<file path="config.mk">
export PLATFORM = sky130hd
export DESIGN_NAME = register_file_16x32
export DESIGN_NICKNAME = d
export VERILOG_FILES = /design/src/rtl/register_file_16x32.sv
export SDC_FILE = /design/constraint.sdc
export NUM_CORES = 1
export LEC_CHECK = 0
export ABC_CLOCK_PERIOD_IN_PS = 28800
export CAP_MARGIN = 20
export CORE_AREA = 2 2 282 284
export CTS_CLUSTER_DIAMETER = 60
export DETAILED_ROUTE_END_ITERATION = 7
export DIE_AREA = 0 0 284 286
export GPL_TIMING_DRIVEN = 1
export PLACE_DENSITY = 0.67
export SYNTH_ARGS = -nofsm -noshare
export SYNTH_HDL_FRONTEND = slang
export SYNTH_SLANG_ARGS = --single-unit
</file>
<file path="constraint.sdc">
create_clock -name Clk -period 28.8 [get_ports Clk]
set_clock_uncertainty 0.1 [all_clocks]
set_input_delay 8.64 -clock Clk [delete_from_list [all_inputs] [get_ports Clk]]
set_output_delay 8.64 -clock Clk [all_outputs]
set_load 0.02 [all_outputs]
</file>
<file path="src/rtl/register_file_16x32.sv">
// 16 x DW architectural register file; R15 doubles as the program counter with its own
// load/increment path. All registers are exported flat for external operand muxes.
module register_file_16x32 #(
  parameter int unsigned    DW       = 32,
  parameter logic [DW-1:0]  RESET_PC = '0,
  parameter int unsigned    PC_STEP  = 4
) (
  input  logic          Clk,
  input  logic          Reset,
  input  logic          RF_WE,
  input  logic [3:0]    WA,
  input  logic [DW-1:0] WD,
  input  logic          PC_Ld,
  input  logic [DW-1:0] PC_D,
  input  logic          PC_Inc,
  input  logic [3:0]    RA_Sel,
  input  logic [3:0]    RB_Sel,
  input  logic [3:0]    RD_Sel,
  output logic [DW-1:0] QA,
  output logic [DW-1:0] QB,
  output logic [DW-1:0] QD,
  output logic [DW-1:0] PC_Q,
  output logic [DW-1:0] R0_Q,
  output logic [DW-1:0] R1_Q,
  output logic [DW-1:0] R2_Q,
  output logic [DW-1:0] R3_Q,
  output logic [DW-1:0] R4_Q,
  output logic [DW-1:0] R5_Q,
  output logic [DW-1:0] R6_Q,
  output logic [DW-1:0] R7_Q,
  output logic [DW-1:0] R8_Q,
  output logic [DW-1:0] R9_Q,
  output logic [DW-1:0] R10_Q,
  output logic [DW-1:0] R11_Q,
  output logic [DW-1:0] R12_Q,
  output logic [DW-1:0] R13_Q,
  output logic [DW-1:0] R14_Q,
  output logic [DW-1:0] R15_Q
);

  logic [DW-1:0] regs_q [16];
  logic [15:0]   we_dec;
  logic [DW-1:0] pc_d;

  // One-hot write enables, one per register.
  always_comb begin
    we_dec = '0;
    if (RF_WE) we_dec = 16'b1 << WA;
  end

  // R15 next state: general write beats load, load beats increment.
  always_comb begin
    pc_d = regs_q[15];
    if (we_dec[15]) begin
      pc_d = WD;
    end else if (PC_Ld) begin
      pc_d = PC_D;
    end else if (PC_Inc) begin
      pc_d = regs_q[15] + DW'(PC_STEP);
    end
  end

  always_ff @(posedge Clk or posedge Reset) begin
    if (Reset) begin
      for (int i = 0; i < 15; i++) regs_q[i] <= '0;
      regs_q[15] <= RESET_PC;
    end else begin
      for (int i = 0; i < 15; i++) begin
        if (we_dec[i]) regs_q[i] <= WD;
      end
      regs_q[15] <= pc_d;
    end
  end

  assign QA   = regs_q[RA_Sel];
  assign QB   = regs_q[RB_Sel];
  assign QD   = regs_q[RD_Sel];
  assign PC_Q = regs_q[15];

  assign R0_Q  = regs_q[0];
  assign R1_Q  = regs_q[1];
  assign R2_Q  = regs_q[2];
  assign R3_Q  = regs_q[3];
  assign R4_Q  = regs_q[4];
  assign R5_Q  = regs_q[5];
  assign R6_Q  = regs_q[6];
  assign R7_Q  = regs_q[7];
  assign R8_Q  = regs_q[8];
  assign R9_Q  = regs_q[9];
  assign R10_Q = regs_q[10];
  assign R11_Q = regs_q[11];
  assign R12_Q = regs_q[12];
  assign R13_Q = regs_q[13];
  assign R14_Q = regs_q[14];
  assign R15_Q = regs_q[15];

endmodule

</file>
# Word-level counts from Yosys, hierarchy flattened
# Cells that the tools add are included.
[op_classes]
n_addsub = 1
order_cmp = 3
shifts = 1
muxes = 13
n_bitwise = 3
reduce_logical = 1
[op_table]
columns = ["cell", "count"]
rows = [
  ["$bmux 32 s4", 3],
  ["$mux 32", 9],
  ["$add 32x3->32 const B", 1],
  ["$mux 16", 1],
  ["$shl 1x4->16 const A", 1],
  ["$ge 5x5->1 const B", 3],
  ["$not 4->5", 3],
  ["$reduce_bool 3->1", 1],
]
[totals]
ff_bits = 512
in_bits = 85
output_inout_bits = 640
elab_cells = 38

# Logic depth before layout (Yosys ltp)
[logic_depth]
depth_word = 4
mapped_depth = 6
depth_no_buf = 6

# Worst setup path after synthesis
# Ideal clock, no wire load.
[synth_timing]
path_kind = "input -> output"
startpoint = "input RD_Sel[0]"
endpoint = "output QD[29]"
arrival_time_ns = 10.320
slack_ns = 9.740
cell_stages = 4
path_buffers = 2
cell_sequence = "clkbuf_1 > buf_1 > mux4_2 > mux4_2"
[synth_between]
elab_chain_cells = 4
[synth_rtl]
columns = ["item", "line", "rtl"]
rows = [
  ["start, declared", "18", "input logic [3:0] RD_Sel,"],
  ["$not 4->5 (implied by the code)", "77", "assign QD = regs_q[RD_Sel];"],
  ["$bmux 32 s4", "77", ""],
  ["$mux 32 (implied by the code) (2 in a row)", "77", ""],
  ["end, declared", "21", "output logic [DW-1:0] QD,"],
]
# No other way between the ends. The select of a mux whose other input is x is not followed.

# Final worst setup path
[layout_timing]
startpoint = "input RD_Sel[1]"
endpoint = "output QD[24]"
# The elaborated chain is that of the path after synthesis.

==> results.md <==
* Status: finished, final reports clean
* Placed cells at 3532
* Final cell count without fillers at 3649
* Clk_lat worst skew at 0.65 ns
* Final hold vios at 0
* Die W at 284 um
* Layout Nets at 2630
* Die height at 286 um
* Inserted Clock Buffers at 60
* Slew margin rel. at 29.2%
* Fmax at about 48 MHz
* Share of cells above drive strength 1 at 43.5%
* # rows at between 100 and 150
* Initial antenna violation count at 9
* Crit path launch type: primary input
* Hold_ws at 0.469 ns
* Final setup vio count at 0
* Port bufs at 724
* Htree depth at 2
* Die area at roughly 0.081 mm^2
* Initial core utilization at 40.5%
* Worst EP required at 20.06 ns
* Clock Path Buffers at 3
* Setup crit end kind: output pin
* CP arrival at 11.98 ns
* Final slew viol count at 0
* Crit-path max FO at 70
* Post-synth net total at 2055
* EDFF count, synth at 0
* Clk sinks at between 500 and 600
* PD cells at 80.3 mW/mm^2
* Synthesized instance count at 1969
* Maxcap violations at 0
* Setup ws final at 8.08 ns
* Post-layout util at 53.2%
* Async set-reset flop share out of synthesis at 100%
* CTS resizes at 0
* First-pass GRT wire length at 183 mm
* CTS Hold Buffers Added at 0
* Post-synthesis cell type count at 49
* Placer Congestion at roughly 0.88
* WL final at 127 mm
* Starting DRC count in detailed routing at 2104
* Leakage power at 15.9 nW
* RSZ-0062 raised after global routing: no
* Vias in the first global route at 24600
* TNS Setup at 0 ns
* Via Count at roughly 23000
* TritonCTS clock tree: done
* Post-synthesis sequential area ratio at 40.4%
* Min Clock Period, post-route at 20.72 ns
* Top FF cell, synth: dfrtp_1
* Core Region at roughly 0.078 mm^2
* DRT antenna net count at 0
* Vias/cell at 6.43
* Largest net degree at the start of global routing at 172
* Congestion Overflow GR at 0
* Ys Warns at 0
* # IOs at between 700 and 800
* # fillers at 6462
* Mapped Area at 0.0317 mm^2
* Crit path kind: in2out
* DRC viols at 0
* Post-synthesis register bit count at 512
* Area grow syn2layout at 31.4%
* Post-CTS Setup Inserts at 0
* Worst VDD drop at 58.0 uV
* Final Cycle Share at 72.0%
* Worst-path clk slew at 0.06 ns
* CTS root buf: clkbuf_16
* Place WS at 8.17 ns
* Least-Margin Pin Slew at 1.06 ns
* Syn_area_per_cell at 16.1 um^2
* GRT Overall Usage at 31.0%
* Hpwl dp at 86.4 mm
* WL per Instance at 34.9 um
* Drt pass-1 iters at 5
* Hold WC Path Type: reg2reg
-- cell usage after synthesis (12+ instances only) --
master / number / area share [%]
clkbuf_1: 134 / 1.6
nand4_1: 15 / 0.30
buf_1: 24 / 0.28
xor2_1: 17 / 0.47
buf_2: 42 / 0.66
a21oi_1: 23 / 0.36
o21ai_0: 19 / 0.30
nor2_1: 33 / 0.39
mux4_2: 477 / 34
dfrtp_1: 512 / 40
nand2_1: 41 / 0.48
mux2_2: 474 / 17
buf_4: 38 / 0.90
nor3b_1: 12 / 0.28
-- layout make-up --
class / instances / area [um^2] / area share (%)
Multi-Input combinational cell: 1209 / 17800 / 42.8
Sequential cell: 512 / 12800 / 30.7
Timing Repair Buffer: 759 / 7510 / 18.0
Clock buffer: 84 / 1720 / 4.13
Tap cell: 1050 / 1310 / 3.15
Clock inverter: 29 / 489 / 1.17
Inverter: 2 / 15.0 / 0.0360
Antenna cell: 4 / 10.0 / 0.0240
-- routing by layer --
metal  vias to the layer above  global-route usage, %  wire length, um  share of wire, %
met3                       303                   7.08            11000               8.6
li1                       9113                      -                -                 -
met4                        10                   11.5             5080               4.0
met2                      1372                   51.2            62600                49
met1                     12700                   40.4            48700                38
met5                         -                      0               66             0.052
-- metrics by stage --
stage / cell area (um^2) / power (mW)
3_5_place_dp: 39500 / 2.51
2_1_floorplan: 31700 / 1.84
3_3_place_gp: 39500 / 2.48
5_1_grt: 41700 / 3.46
4_1_cts: 41700 / 3.36
6_report: 41700 / 3.35
-- placed cells by master (no fill, tap or decap), types with 8 or more instances in the layout --
cell and count:
clkbuf_16 60, clkbuf_8 13, mux2_2 474, nor2_4 9, o21ai_0 19, nand3_1 9
nor2_1 24, nor3b_1 12, xor2_1 17, nand4_1 15, o221ai_1 8, nor3_1 8
clkdlybuf4s50_1 710, dfrtp_1 512, a21oi_1 23, bufinv_16 10, xnor2_1 9, nand2_1 39
mux4_2 477, clkbuf_1 11, nand3b_1 9, buf_4 38
-- worst paths after layout --
check / cells after the start / from / slack [ns] / end
max: 5 / RD_Sel[1] / 8.08 / QD[24]
min: 1 / R14_Q[15]$_DFFE_PP0P_ / 0.47 / R14_Q[15]$_DFFE_PP0P_
max reg2reg: 5 / PC_Q[7]$_DFFE_PP0P_ / 25.95 / PC_Q[19]$_DFFE_PP0P_
min reg2reg: 1 / R14_Q[15]$_DFFE_PP0P_ / 0.47 / R14_Q[15]$_DFFE_PP0P_
max in group asynchronous: 6 / Reset / 16.42 / R4_Q[15]$_DFFE_PP0P_
min in group asynchronous: 2 / Reset / 8.47 / R11_Q[0]$_DFFE_PP0P_
-- worst max-delay path, cell delays in order --
cell and delay [ns]:
buf_6 0.49, buf_4 0.85, mux4_2 0.60, mux4_2 0.53, clkdlybuf4s50_1 0.58
-- where the power goes --
part | internal (mW) | switching (mW)
sequential | 0.881 | 0.279
clock | 0.511 | 0.333
combinational | 0.755 | 0.591
-- cells by family (layout without fill, tap and decap cells) --
logic type,after synthesis,in the layout,synth area share (%)
multiplexers,965,965,51.3
AO/OA/AOI/OAI,66,66,1.30
buffers and inverters,248,874,3.73
XOR/XNOR,26,26,0.717
other,0,4,0
adder cells (fa/ha/maj),1,1,0.0394
AND/OR/NAND/NOR,151,151,2.58
flip-flops,512,512,40.4
Power figures use the tool's default switching activity.
